### config.mk
export PLATFORM = sky130hd
export DESIGN_NAME = nic_pwr_stagger_arbiter
export DESIGN_NICKNAME = d
export VERILOG_FILES = /design/src/rtl/nic_pwr_stagger_arbiter.sv
export SDC_FILE = /design/constraint.sdc
export NUM_CORES = 1
export LEC_CHECK = 0
export CORE_AREA = 2 2 45 47
export CTS_CLUSTER_SIZE = 28
export DETAILED_ROUTE_END_ITERATION = 16
export DIE_AREA = 0 0 47 49
export PLACE_DENSITY_LB_ADDON = 0.12
export SETUP_SLACK_MARGIN = 0.02
export SLEW_MARGIN = 25
export SYNTH_ARGS = -nofsm -noshare
export SYNTH_HDL_FRONTEND = slang
export SYNTH_SLANG_ARGS = --single-unit
export TNS_END_PERCENT = 10
### constraint.sdc
create_clock -name iClk -period 4.4 [get_ports iClk]
set_clock_uncertainty 0.1 [all_clocks]
set_input_delay 0.44 -clock iClk [delete_from_list [all_inputs] [get_ports iClk]]
set_output_delay 0.44 -clock iClk [all_outputs]
set_load 0.005 [all_outputs]
### src/rtl/nic_pwr_stagger_arbiter.sv
// Round-robin slot power sequencer: one NIC slot powers up at a time, with a
// power-good timeout and a fixed stagger gap. Optional macro: NIC_STAGGER_PRSNT_MASK_EN.
module nic_pwr_stagger_arbiter #(
   parameter int NUM_SLOTS  = 2,
   parameter int STAGGER_MS = 4,
   parameter int TIMEOUT_MS = 20
) (
   input  logic                 iClk,
   input  logic                 iRst_n,
   input  logic                 iTick_1ms,
   input  logic [NUM_SLOTS-1:0] iReq,
   input  logic [NUM_SLOTS-1:0] iPwrgd,
`ifdef NIC_STAGGER_PRSNT_MASK_EN
   input  logic [NUM_SLOTS-1:0] iPRSNT_N,
`endif
   output logic [NUM_SLOTS-1:0] oPwrEn,
   output logic [NUM_SLOTS-1:0] oFault,
   output logic                 oAllPwrOk,
   output logic                 oBusy,
   output logic [1:0]           oFsmState
);

   localparam int MAXV = (STAGGER_MS > TIMEOUT_MS) ? STAGGER_MS : TIMEOUT_MS;
   localparam int CW   = $clog2(MAXV + 1);
   localparam int PW   = (NUM_SLOTS > 1) ? $clog2(NUM_SLOTS) : 1;

   typedef enum logic [1:0] {
      ST_IDLE  = 2'd0,
      ST_GRANT = 2'd1,
      ST_GAP   = 2'd2
   } state_e;

   state_e               state_q;
   logic [NUM_SLOTS-1:0] en_q;
   logic [NUM_SLOTS-1:0] fault_q;
   logic [NUM_SLOTS-1:0] done_q;
   logic [PW-1:0]        ptr_q;
   logic [CW-1:0]        cnt_q;
   logic                 all_ok_q;

   logic [NUM_SLOTS-1:0] req_eff;
   logic [NUM_SLOTS-1:0] pend;
   logic [PW-1:0]        sel_d;
   logic [PW-1:0]        idx;
   logic                 found;
   logic                 all_ok_d;

   // Level handshake: a slot holds iReq while it wants power; the arbiter answers
   // with oPwrEn and the slot returns iPwrgd. Dropping iReq withdraws and clears state.
`ifdef NIC_STAGGER_PRSNT_MASK_EN
   assign req_eff = iReq & ~iPRSNT_N;
`else
   assign req_eff = iReq;
`endif

   assign pend = req_eff & ~done_q & ~fault_q;

   // First pending slot after the last granted one, wrapping around.
   always_comb begin
      sel_d = ptr_q;
      idx   = ptr_q;
      found = 1'b0;
      for (int k = 0; k < NUM_SLOTS; k++) begin
         idx = (idx == PW'(NUM_SLOTS - 1)) ? '0 : idx + PW'(1);
         if (!found && pend[idx]) begin
            sel_d = idx;
            found = 1'b1;
         end
      end
   end

   always_comb begin
      all_ok_d = (state_q == ST_IDLE) && (pend == '0) && (req_eff != '0) &&
                 ((req_eff & ~(done_q & iPwrgd)) == '0);
   end

   always_ff @(posedge iClk or negedge iRst_n) begin
      if (!iRst_n) begin
         state_q  <= ST_IDLE;
         en_q     <= '0;
         fault_q  <= '0;
         done_q   <= '0;
         ptr_q    <= PW'(NUM_SLOTS - 1);
         cnt_q    <= '0;
         all_ok_q <= 1'b0;
      end else begin
         case (state_q)
            ST_IDLE: begin
               if (pend != '0) begin
                  en_q[sel_d] <= 1'b1;
                  ptr_q       <= sel_d;
                  cnt_q       <= '0;
                  state_q     <= ST_GRANT;
               end
            end
            ST_GRANT: begin
               if (iTick_1ms && (cnt_q != CW'(TIMEOUT_MS)))
                  cnt_q <= cnt_q + CW'(1);
               // Withdrawal beats power-good, which beats the timeout tick.
               if (!req_eff[ptr_q]) begin
                  cnt_q   <= '0;
                  state_q <= ST_GAP;
               end else if (iPwrgd[ptr_q]) begin
                  done_q[ptr_q] <= 1'b1;
                  cnt_q         <= '0;
                  state_q       <= ST_GAP;
               end else if (iTick_1ms && (cnt_q == CW'(TIMEOUT_MS - 1))) begin
                  fault_q[ptr_q] <= 1'b1;
                  en_q[ptr_q]    <= 1'b0;
                  cnt_q          <= '0;
                  state_q        <= ST_GAP;
               end
            end
            ST_GAP: begin
               if (iTick_1ms) begin
                  if (cnt_q == CW'(STAGGER_MS - 1))
                     state_q <= ST_IDLE;
                  else if (cnt_q != CW'(STAGGER_MS))
                     cnt_q <= cnt_q + CW'(1);
               end
            end
            default: state_q <= ST_IDLE;
         endcase
         // A released slot is wiped in every state; this is the only fault clear.
         for (int i = 0; i < NUM_SLOTS; i++) begin
            if (!req_eff[i]) begin
               en_q[i]    <= 1'b0;
               done_q[i]  <= 1'b0;
               fault_q[i] <= 1'b0;
            end
         end
         all_ok_q <= all_ok_d;
      end
   end

   assign oPwrEn    = en_q;
   assign oFault    = fault_q;
   assign oAllPwrOk = all_ok_q;
   assign oBusy     = (state_q != ST_IDLE);
   assign oFsmState = state_q;

endmodule

==> flow_summary.ini, run 1 <==
[outcome]
status = finished clean

[global_route]
antenna_found_initial = 0
aggregate_global_route_resource_usage_pct = 19.9
globalRouteOverflowTotal = 0
via_count_of_the_first_global_routing_pass = 801
grt_max_degree = 16
grt_first_pass_wirelength_mm = 3.46

[yosys]
area_share_of_the_largest_cell_type_after_synthesis_pct = 36.5
postSynthRegisterBits = 15
synth.top_cells.by_area = sky130_fd_sc_hd__dfrtp_1, sky130_fd_sc_hd__ha_1, sky130_fd_sc_hd__inv_1, sky130_fd_sc_hd__a2111oi_4, sky130_fd_sc_hd__dfstp_2
synth_edf_count = 0
synth_top_flop_cell = sky130_fd_sc_hd__dfrtp_1
syn-instance-count = 98
syn_area_per_cell_sq_um = 9.79
synth_sequential_area_ratio_pct = 39.2
cell_type_with_the_largest_total_area_after_synthesis = sky130_fd_sc_hd__dfrtp_1
netlist_area_sq_um = 960
synthDistinctLibCells = 39
yosys_warnings = 0
synth-async-reset-ratio_pct = 100
syn_nets = 111

[timing]
drv_slew = 0
totalNegativeSetupSlack_ns = 0
unrepaired_setup_endpoints_after_global_routing = no
finalSetupViolations = 0
max_transition_margin_pct = 44.6
final_min_period_over_clock_period_pct = 55.8
achievable-frequency_mhz = 407
finalHoldWorstSlack_ns = 0.437
post-route-min-period_ns = 2.46
report.final.hold_viol_count = 0
worst_pin_slew_ns = 0.810

[die]
dieWidth_microns = 47
start_util_pct = 52.1
placeable_core_region_sq_um = 1840
num_rows = 16
fp.dieH_microns = 49
boundary_pins = 15
fp.dieArea_sq_um = 2300

[route]
drc = 0
drt_pre_antenna_iters = 4
dr_total_vias = 803
drt_iter0_drc = 11
detail_route.wl_per_cell_microns = 13.7
routed_via_density = 5.70
route.final.wire_length_mm = 1.93
detail-route-antenna-nets = 0

[final_layout]
antennaDiodeCount = 0
area_growth_pct = 20.2
footprint_of_the_multi_input_gates_sq_um = 538
drive_above_1_share_pct = 9.65
nFillCells = 184
nNetsFinal = 128
final-seq-area_sq_um = 377

[pwr]
power.static_leakage_nw = 0.475
worst_ir_drop_vdd_v = 0.000335
power.density_cell_area_nw_per_um2 = 515

[critical_path]
worst_ep_arrival_time_ns = 2.53
worst-r2r-setup-slack_ns = 1.95
cp_data_required_time_ns = 4.47
timing.critical_path.cells = clkdlybuf4s50_1 > or3b_4 > and3_4 > a2111oi_4 > a21boi_0 > o22ai_1
startpoint_of_the_most_critical_setup_path = iReq[0]
worst-setup-path-type = in2reg
path_buf_inv = 1
worst_r2r_startpoint = oFsmState[1]
slowest_stage_cell_on_the_critical_path = sky130_fd_sc_hd__clkdlybuf4s50_1
endpoint_kind = register
crit_path_max_fo = 8
cp-start-kind = input pin
max_incr_delay_on_cp_ns = 0.59
largest_delay_contributor_family_on_the_critical_path = compound AO/OA/AOI/OAI gates

[place]
routabilityCongestion = 0.857
count_of_port_buffers_added_during_placement = 14
dpl.hpwl_mm = 1.49

[clock_tree]
clk_root_buffer_cell = sky130_fd_sc_hd__clkbuf_4
clockBufferDepth = 2
cts_made_buffers = 3
clkLatencyLatePin_ns = 0.28
h-tree-depth = 1
clock_tree_from_tritoncts = built
cts.repair.resized = 0
clkSinkCount = 15
cts_hold_buffers = 0
worst_setup_hold_path_clk_slew_ns = 0.09
post_cts.repair.setup_buffers = 0

[min_path]
hold_path.startpoint = oFault[1]
min-delay-path-class = reg2reg

[flow_run]
max_cap_violations = 0
==> synth_stat cells (4+ instances only) <==
master / n
sky130_fd_sc_hd__ha_1: 6
sky130_fd_sc_hd__dfrtp_1: 14
sky130_fd_sc_hd__inv_1: 10
sky130_fd_sc_hd__nand2_1: 6
sky130_fd_sc_hd__nand3_1: 4
==> path summary, 6_finish.rpt <==
path | to | depth (start not counted)
min | oFault[1] | 1
min in group asynchronous | oAllPwrOk | 1
max | cnt_q[3] | 6
max in group asynchronous | cnt_q[4] | 1
min reg2reg | oFault[1] | 1
max reg2reg | cnt_q[2] | 7
==> registers in the layout (all words and copies together) (netlist names) <==
| register | count |
|---|---|
| ptr_q | 1 |
| oFault | 2 |
| oAllPwrOk | 1 |
| cnt_q | 5 |
| oPwrEn | 2 |
| done_q | 2 |
| oFsmState | 2 |
==> stage by stage <==
stage	total power, mW	cell area, sq um	instances	util [%]	worst slack, ns
after floorplan	0.414	960	98	-	2.27
after global placement	0.512	1130	137	61.1	1.70
after detailed placement	0.519	1130	137	61.1	1.65
after CTS	0.600	1150	141	62.6	1.91
after global routing	0.656	1150	141	62.6	1.68
final	0.594	1150	141	62.6	1.94
==> report_power, final <==
part / internal, mW / switching [mW]
Combinational: 0.148 / 0.162
Clock: 0.0338 / 0.0456
Sequential: 0.171 / 0.0339
==> cell usage in the layout (no fill, tap or decap), types with 2 or more instances in the layout <==
master                            Yosys  final
sky130_fd_sc_hd__clkdlybuf4s50_1      0     14
sky130_fd_sc_hd__dfrtp_1             14     14
sky130_fd_sc_hd__o31ai_1              3      3
sky130_fd_sc_hd__nand2b_1             3      3
sky130_fd_sc_hd__nor2_1               3      3
sky130_fd_sc_hd__o22ai_1              2      2
sky130_fd_sc_hd__or3b_4               2      2
sky130_fd_sc_hd__inv_1               10     10
sky130_fd_sc_hd__a2111oi_0            3      3
sky130_fd_sc_hd__a21boi_0             3      3
sky130_fd_sc_hd__o21a_1               2      2
sky130_fd_sc_hd__a21oi_1              3      3
sky130_fd_sc_hd__clkbuf_4             0      3
sky130_fd_sc_hd__nor3_1               3      3
sky130_fd_sc_hd__o21ai_1              3      3
sky130_fd_sc_hd__nand2_1              6      6
sky130_fd_sc_hd__a31oi_1              2      2
sky130_fd_sc_hd__a21boi_1             2      2
sky130_fd_sc_hd__nand3_1              4      4
sky130_fd_sc_hd__ha_1                 6      6
sky130_fd_sc_hd__o21ai_0              3      3
==> worst reg2reg max path, stage by stage (launching register included) <==
cell                        delay, ns
sky130_fd_sc_hd__dfrtp_1         0.45
sky130_fd_sc_hd__inv_1           0.18
sky130_fd_sc_hd__ha_1            0.37
sky130_fd_sc_hd__nand4bb_1       0.17
sky130_fd_sc_hd__and3_1          0.22
sky130_fd_sc_hd__a311oi_1        0.54
sky130_fd_sc_hd__nand2_2         0.16
sky130_fd_sc_hd__o2bb2ai_1       0.19
==> per-layer routing <==
metal	wire length, microns	vias to the layer above	global-route usage, %
li1	-	395	-
met1	860	391	28.9
met2	985	13	29.9
met3	64	4	3.70
met4	21	0	5.09
met5	0	-	0
==> kinds of logic (layout without fill, tap and decap cells) <==
family                   after synthesis  after routing  share of synthesized area [%]
AO/OA/AOI/OAI                         30             30                           23.3
flip-flops                            15             15                           39.2
adder cells (fa/ha/maj)                6              6                           7.82
AND/OR/NAND/NOR                       33             33                           22.7
buffers and inverters                 12             28                           4.69
multiplexers                           2              2                           2.22
==> area by class of cell <==
class / instances / area share (%)
Multi-Input combinational cell: 71 / 46.6
Sequential cell: 15 / 32.6
Timing Repair Buffer: 14 / 12.1
Inverter: 10 / 3.25
Tap cell: 27 / 2.93
Clock buffer: 3 / 1.95
Clock inverter: 1 / 0.434
Note: power is estimated with default switching activity, not from simulation.
==> run 2: changes to the inputs <==
CORE_AREA = 2 2 46 48   (was 2 2 45 47)
DIE_AREA = 0 0 48 50   (was 0 0 47 49)
clock period = 2.48 ns   (was 4.4 ns; I/O delays follow)
==> flow_summary.ini, run 2 (synthesis results as in run 1) <==
[outcome]
status = finished clean

[clock_tree]
cts_hold_buffers = 0
worst_setup_hold_path_clk_slew_ns = 0.10
clock_tree_from_tritoncts = built
clkSinkCount = 15
h-tree-depth = 1
clkLatencyLatePin_ns = 0.29
cts_made_buffers = 3
cts.repair.resized = 0
clockBufferDepth = 2
post_cts.repair.setup_buffers = 0
clk_root_buffer_cell = sky130_fd_sc_hd__clkbuf_4

[timing]
final_min_period_over_clock_period_pct = 88.5
finalSetupViolations = 0
setup_slack_ns = 0.286
unrepaired_setup_endpoints_after_global_routing = no
totalNegativeSetupSlack_ns = 0
worst_pin_slew_ns = 0.788
drv_slew = 0
achievable-frequency_mhz = 456
report.final.hold_viol_count = 0
post-route-min-period_ns = 2.19
max_transition_margin_pct = 46.1
finalHoldWorstSlack_ns = 0.273

[critical_path]
endpoint_kind = register
cp_data_required_time_ns = 2.57
worst-setup-path-type = reg2reg
critical_path.reg2reg.endpoint = cnt_q[1]
worst_ep_arrival_time_ns = 2.28
startpoint_of_the_most_critical_setup_path = oFsmState[0]
r2r.worst_path.cells = 8
worst-r2r-setup-slack_ns = 0.29
crit_path_max_fo = 5
cp-start-kind = register
critical_path.endpoint = cnt_q[1]
worst_r2r_startpoint = oFsmState[0]

[global_route]
aggregate_global_route_resource_usage_pct = 20.1
globalRouteOverflowTotal = 0
via_count_of_the_first_global_routing_pass = 803
grt_first_pass_wirelength_mm = 3.42
antenna_found_initial = 0
grt_max_degree = 16

[final_layout]
final_cell_mix = sky130_fd_sc_hd__dfrtp_1, sky130_fd_sc_hd__clkdlybuf4s50_1, sky130_fd_sc_hd__inv_1
area_growth_pct = 24.1
post_layout_cell_count = 146
final-seq-area_sq_um = 377
top_register = cnt_q
antennaDiodeCount = 0
footprint_of_the_multi_input_gates_sq_um = 538
drive_above_1_share_pct = 13.4
nFillCells = 173
utilization_pct = 62.6
fin_area_sq_um = 1190
max_reg_flops = 5
nNetsFinal = 133

[route]
drt_iter0_drc = 27
drt_pre_antenna_iters = 5
detail_route.wl_per_cell_microns = 14.2
routed_via_density = 5.73
route.final.wire_length_mm = 2.07
dr_total_vias = 837
drc = 0
detail-route-antenna-nets = 0

[place]
count_of_port_buffers_added_during_placement = 14
dpl.hpwl_mm = 1.58
routabilityCongestion = 0.919
dp_cells = 142
post-place-ws_ns = 0.126
placed_area_sq_um = 1160

[die]
start_util_pct = 50.5
boundary_pins = 15
num_rows = 16
fp.dieH_microns = 50
dieWidth_microns = 48
placeable_core_region_sq_um = 1900
fp.dieArea_sq_um = 2400

[pwr]
power.density_cell_area_nw_per_um2 = 932
worst_ir_drop_vdd_v = 0.000541
power.static_leakage_nw = 0.500
total_power_mw = 1.11

[flow_run]
max_cap_violations = 0

[min_path]
min-delay-path-class = in2async
==> run 2: worst min-delay path by stage <==
stage,startpoint,endpoint,slack [ns],cells after the start
floorplan,iRst_n,cnt_q[0],-0.15,0
global placement,oFault[1],oFault[1],0.42,1
detailed placement,oFault[1],oFault[1],0.41,1
CTS,iRst_n,cnt_q[3],0.30,1
global route,iRst_n,done_q[0],0.33,1
finish,iRst_n,done_q[0],0.27,1
==> run 2: layout make-up <==
type	count	area share (%)
clock buffer	3	1.89
inverter	10	3.15
tap	27	2.84
sequential	15	31.6
timing repair buffer	19	14.9
multi-input combinational	71	45.2
clock inverter	1	0.420
==> run 2: where the power goes <==
part	internal [mW]	switching, mW	total [mW]
Sequential	0.304	0.0616	0.366
Combinational	0.302	0.296	0.598
Clock	0.0600	0.0860	0.146
==> run 2: routing by layer <==
metal | wire, microns | share of wire [%] | track usage, %
met3 | 102 | 4.9 | 3.30
met2 | 997 | 48 | 32.7
met1 | 922 | 45 | 25.0
met5 | 0 | 0 | 0
met4 | 45 | 2.2 | 9.01
==> run 2: critical path, cell delays in order, from the launching register on <==
cell,delay (ns)
sky130_fd_sc_hd__dfrtp_1,0.42
sky130_fd_sc_hd__inv_1,0.12
sky130_fd_sc_hd__ha_1,0.21
sky130_fd_sc_hd__inv_1,0.09
sky130_fd_sc_hd__a2111oi_0,0.70
sky130_fd_sc_hd__a2111oi_4,0.13
sky130_fd_sc_hd__buf_4,0.19
sky130_fd_sc_hd__nand3_1,0.07
sky130_fd_sc_hd__o21ai_1,0.06
